## config.mk

```make
export PLATFORM = sky130hd
export DESIGN_NAME = aesl_deadlock_persist_monitor
export DESIGN_NICKNAME = d
export VERILOG_FILES = /design/src/rtl/aesl_deadlock_persist_monitor.sv
export SDC_FILE = /design/constraint.sdc
export NUM_CORES = 1
export LEC_CHECK = 0
export CAP_MARGIN = 5
export CORE_UTILIZATION = 38
export DETAILED_ROUTE_END_ITERATION = 10
export HOLD_SLACK_MARGIN = 0.05
export PLACE_DENSITY = 0.84
export REMOVE_ABC_BUFFERS = 1
export SLEW_MARGIN = 40
export SYNTH_ARGS = -nofsm -noshare
export SYNTH_HDL_FRONTEND = slang
export SYNTH_SLANG_ARGS = --single-unit
```

## constraint.sdc

```tcl
create_clock -name clock -period 2.45 [get_ports clock]
set_input_delay 0.49 -clock clock [delete_from_list [all_inputs] [get_ports clock]]
set_output_delay 0.49 -clock clock [all_outputs]
set_load 0.1 [all_outputs]
```

## src/rtl/aesl_deadlock_persist_monitor.sv

```systemverilog
// Per-sub-module deadlock monitor: declares deadlock once the masked stream/sub-instance blocking
// condition persists for THRESH cycles. Optional block_cycles counter under DEADLOCK_MON_CYCLE_CNT_EN.
module aesl_deadlock_persist_monitor #(
    parameter int unsigned                NUM_AXIS  = 8,
    parameter logic [NUM_AXIS-1:0]        AXIS_MASK = NUM_AXIS'(8'h30),
    parameter int unsigned                NUM_SUB   = 5,
    parameter int unsigned                THRESH    = 16,
    parameter int unsigned                IDX_W     = $clog2(NUM_AXIS)
) (
    input  logic                clock,
    input  logic                reset_n,
    input  logic [NUM_AXIS-1:0] axis_block_sigs,
    input  logic [NUM_SUB-1:0]  inst_idle_sigs,
    input  logic [NUM_SUB-1:0]  inst_block_sigs,
    input  logic                clear,
    output logic                block,
    output logic                block_sticky,
    output logic [1:0]          block_src,
    output logic [IDX_W-1:0]    block_idx,
    output logic [31:0]         block_cycles
);

    localparam int unsigned CNT_W   = 8;
    localparam int unsigned CMP_W   = CNT_W + 1;
    localparam logic [CNT_W-1:0] CNT_MAX = '1;

    typedef enum logic [1:0] {
        ST_IDLE    = 2'd0,
        ST_COUNT   = 2'd1,
        ST_BLOCKED = 2'd2
    } state_t;

    state_t             state;
    logic [CNT_W-1:0]   cnt;
    logic [NUM_AXIS-1:0] masked_c;
    logic               axis_hit_c;
    logic               sub_hit_c;
    logic               raw_c;
    logic [IDX_W-1:0]   low_idx_c;
    logic [CNT_W-1:0]   cnt_inc_c;
    logic               hit_thresh_c;

    // Blocking condition and lowest masked stream index
    always_comb begin
        masked_c   = axis_block_sigs & AXIS_MASK;
        axis_hit_c = |masked_c;
        sub_hit_c  = (&(inst_idle_sigs | inst_block_sigs)) & (|inst_block_sigs);
        raw_c      = axis_hit_c | sub_hit_c;
        low_idx_c  = '0;
        for (int i = NUM_AXIS - 1; i >= 0; i--) begin
            if (masked_c[i]) low_idx_c = IDX_W'(i);
        end
    end

    // cnt is 0 in IDLE, so the same threshold compare covers THRESH==1 from IDLE
    always_comb begin
        cnt_inc_c    = (cnt == CNT_MAX) ? cnt : cnt + CNT_W'(1);
        hit_thresh_c = (CMP_W'(cnt) + CMP_W'(1)) == CMP_W'(THRESH);
    end

    always_ff @(posedge clock or negedge reset_n) begin
        if (!reset_n) begin
            state        <= ST_IDLE;
            cnt          <= '0;
            block        <= 1'b0;
            block_sticky <= 1'b0;
            block_src    <= 2'b00;
            block_idx    <= '0;
        end else if (clear) begin
            state        <= ST_IDLE;
            cnt          <= '0;
            block        <= 1'b0;
            block_sticky <= 1'b0;
            block_src    <= 2'b00;
            block_idx    <= '0;
        end else begin
            case (state)
                ST_IDLE, ST_COUNT: begin
                    if (raw_c) begin
                        cnt <= cnt_inc_c;
                        if (hit_thresh_c) begin
                            state        <= ST_BLOCKED;
                            block        <= 1'b1;
                            block_sticky <= 1'b1;
                            block_src    <= {sub_hit_c, axis_hit_c};
                            block_idx    <= low_idx_c;
                        end else begin
                            state <= ST_COUNT;
                            block <= 1'b0;
                        end
                    end else begin
                        state <= ST_IDLE;
                        cnt   <= '0;
                        block <= 1'b0;
                    end
                end
                ST_BLOCKED: begin
                    if (raw_c) begin
                        cnt   <= cnt_inc_c;
                        block <= 1'b1;
                    end else begin
                        state <= ST_IDLE;
                        cnt   <= '0;
                        block <= 1'b0;
                    end
                end
                default: begin
                    state <= ST_IDLE;
                    cnt   <= '0;
                    block <= 1'b0;
                end
            endcase
        end
    end

`ifdef DEADLOCK_MON_CYCLE_CNT_EN
    // Saturating residency counter; holds its value after leaving BLOCKED
    always_ff @(posedge clock or negedge reset_n) begin
        if (!reset_n) begin
            block_cycles <= '0;
        end else if (clear) begin
            block_cycles <= '0;
        end else if ((state == ST_BLOCKED) && (block_cycles != 32'hFFFF_FFFF)) begin
            block_cycles <= block_cycles + 32'd1;
        end
    end
`else
    assign block_cycles = 32'd0;
`endif

endmodule

```

==> flow_summary_export.csv <==
group,metric,value,unit
placed_design,hpwl,1.54,mm
setup_path,critPathKind,"flip-flop to flip-flop",
route,ant_nets,0,
floorplanning,start_util,40.0,%
global_routing,overflow,0,
synth,synth_cells,121,
cells_and_area,nets,164,
route,wirelength,1.99,mm
timing,finalSetupTns,0,ns
route,drc,0,
synth,ys_ff_latch,15,
clocking,htreeDepth,1,
timing,finalMaxSlewViolations,0,
cells_and_area,n_antenna_cell,0,
synth,synthFlopType,"dfrtp_1",
synth,ys_top_cells_by_area,"dfrtp_1 (34%), buf_4 (23%), a21oi_1 (3.2%)",
floorplanning,die_y,55.6,um
floorplanning,die_area,3100,um2
clocking,clockBufferDepth,2,
route,wl_per_cell,11.7,um
clocking,cts_tree,"yes",
synth,synth.yosys.seq_area_share,34.3,%
worst_hold_path,hold_path_class,"flip-flop to flip-flop",
synth,avgSynthCellArea,9.04,um2
setup_path,critical_path_arrival,2.27,ns
setup_path,worstSetupStartpointType,"flip-flop",
clocking,cts_buffers,3,
timing,rsz0062_at_grt,"no",
cells_and_area,drive_above_1_share,10.7,%
route,drt_iter0_drc,33,
timing,post-route-period-util,84.5,%
clocking,cts_setup_buffers,0,
timing,period_needed,2.07,ns
timing,worstMarginPinSlew,0.661,ns
global_routing,grt_pass1_vias,772,
global_routing,grt_util_all_layers,13.8,%
route,drt-pass1-iter-count,4,
power_and_ir_drop,leakagePower,0.556,nW
job,drv_cap,0,
power_and_ir_drop,power,0.000683,W
global_routing,grt_pass1_wl,3.30,mm
floorplanning,ioPinCount,60,
clocking,cts_sinks,15,
clocking,clkTransAtPathRegs,0.09,ns
setup_path,crit_fanout,7,
synth,synth_area_leader_cell,"dfrtp_1",
route,vias,835,
timing,fmax,0.483,GHz
placed_design,placed_cells,167,
floorplanning,std_cell_rows,19,
floorplanning,fp.dieW,55.6,um
route,viasPerCell,4.88,
floorplanning,coreArea,2730,um2
timing,fin_skew,0.00517,ns
synth,synth_cell_types,39,
power_and_ir_drop,power_density,571,nW/um2
placed_design,gp_congestion,0.872,
cells_and_area,area_growth,9.27,%
placed_design,port_buffers,20,
timing,finalSetupViolations,0,
synth,yosys.area.top_type_share,34.3,%
setup_path,required,2.65,ns
clocking,clock-root-buffer,"clkbuf_4",
global_routing,grt_max_degree,16,
synth,netlist_area,1090,um2
cells_and_area,fin_cells,171,
synth,yosys_warnings,0,
timing,finalHoldViolCount,0,
setup_path,cp-end-kind,"flip-flop",
synth,synthArstFlopShare,100,%
clocking,post_cts_resized,0,
clocking,insertion_delay,0.29,ns
global_routing,antenna_found_initial,0,
power_and_ir_drop,peakVddDrop,0.377,mV
clocking,hold_buffers,0,
timing,worst_hold_slack,0.544,ns
run_status,outcome,"complete, no violations",
timing,slew-limit-headroom,55.8,%
synth,synth_edf_count,0,
cells_and_area,fillerInstances,267,
## placed cells by master (no fill, tap or decap), drive strengths merged, types with 4 or more instances in the layout
master / instances
clkdlybuf4s50: 14
conb: 33
buf: 6
dfrtp: 15
a21oi: 9
nor2: 7
clkbuf: 4
nand2: 5
## per-layer routing
metal	GRT usage [%]	wire, um	up-vias
met4	10.7	91	0
li1	-	-	399
met3	1.40	70	9
met5	0	0	-
met1	15.4	769	395
met2	24.1	1060	32
## sequential cells by signal (all words and copies together) (netlist names)
name / count
cnt: 8
block_idx: 2
state: 2
block: 1
block_src: 1
block_sticky: 1
## cell usage after synthesis, types with 2 or more instances
cell / instances
a21o_1: 2
a21oi_1: 7
a21oi_2: 2
a31oi_1: 3
and3_1: 2
buf_2: 2
buf_4: 34
dfrtp_1: 15
ha_1: 2
inv_1: 2
nand2_1: 5
nand2b_1: 3
nand3b_1: 2
nand4_1: 2
nor2_1: 7
nor3_1: 3
o21ai_0: 2
o22ai_1: 3
o41ai_1: 2
xor2_1: 2
## per-stage QoR
stage	instance area [um2]	utilization, %	setup WS (ns)
2_1_floorplan	945	-	0.466
3_3_place_gp	1170	42.7	0.269
3_5_place_dp	1170	42.7	0.203
4_1_cts	1190	43.7	0.359
5_1_grt	1190	43.7	0.289
6_report	1190	43.7	0.379
## final timing paths
| path | from | to | slack (ns) | depth (start not counted) |
|---|---|---|---|---|
| setup reg to reg | cnt[0] | block_idx[2] | 0.38 | 6 |
| setup / recovery | cnt[0] | block_idx[2] | 0.38 | 6 |
| hold reg to reg | block_sticky | block_sticky | 0.54 | 2 |
| hold / removal | block_sticky | block_sticky | 0.54 | 2 |
| max in group asynchronous | reset_n | cnt[1] | 1.44 | 1 |
| min in group asynchronous | reset_n | state[1] | 0.59 | 1 |
## worst max-delay path, cell delays in order (launching register included)
cell and delay, ns:
dfrtp_1 0.47, ha_1 0.18, nor3b_1 0.26, nor4b_2 0.31, a21oi_2 0.13, or3_4 0.41
o32ai_1 0.23
## power breakdown
part	internal [W]	switching [W]	total (W)
combinational	0.0000309	0.000245	0.000276
sequential	0.000252	0.00000726	0.000259
clock	0.0000635	0.0000840	0.000147
total	0.000347	0.000336	0.000683
## layout make-up
type                    instances  area, um2  area share [%]
well taps                      31       38.8            3.25
flip-flops and latches         15        375            31.4
clock buffers                   4       26.3            2.20
repair buffers                 20        185            15.5
multi-input cells              99        562            47.0
inverters                       2       7.51           0.628
## kinds of logic (layout without fill, tap and decap cells)
group	Yosys count	in the layout	share of synthesized area [%]
other	1	33	0.343
adder cells (fa/ha/maj)	2	2	2.29
AO/OA/AOI/OAI	25	25	15.1
flip-flops	15	15	34.3
XOR/XNOR	3	3	2.40
buffers and inverters	39	26	25.3
AND/OR/NAND/NOR	36	36	20.3
Note: power is estimated with default switching activity, not from simulation.
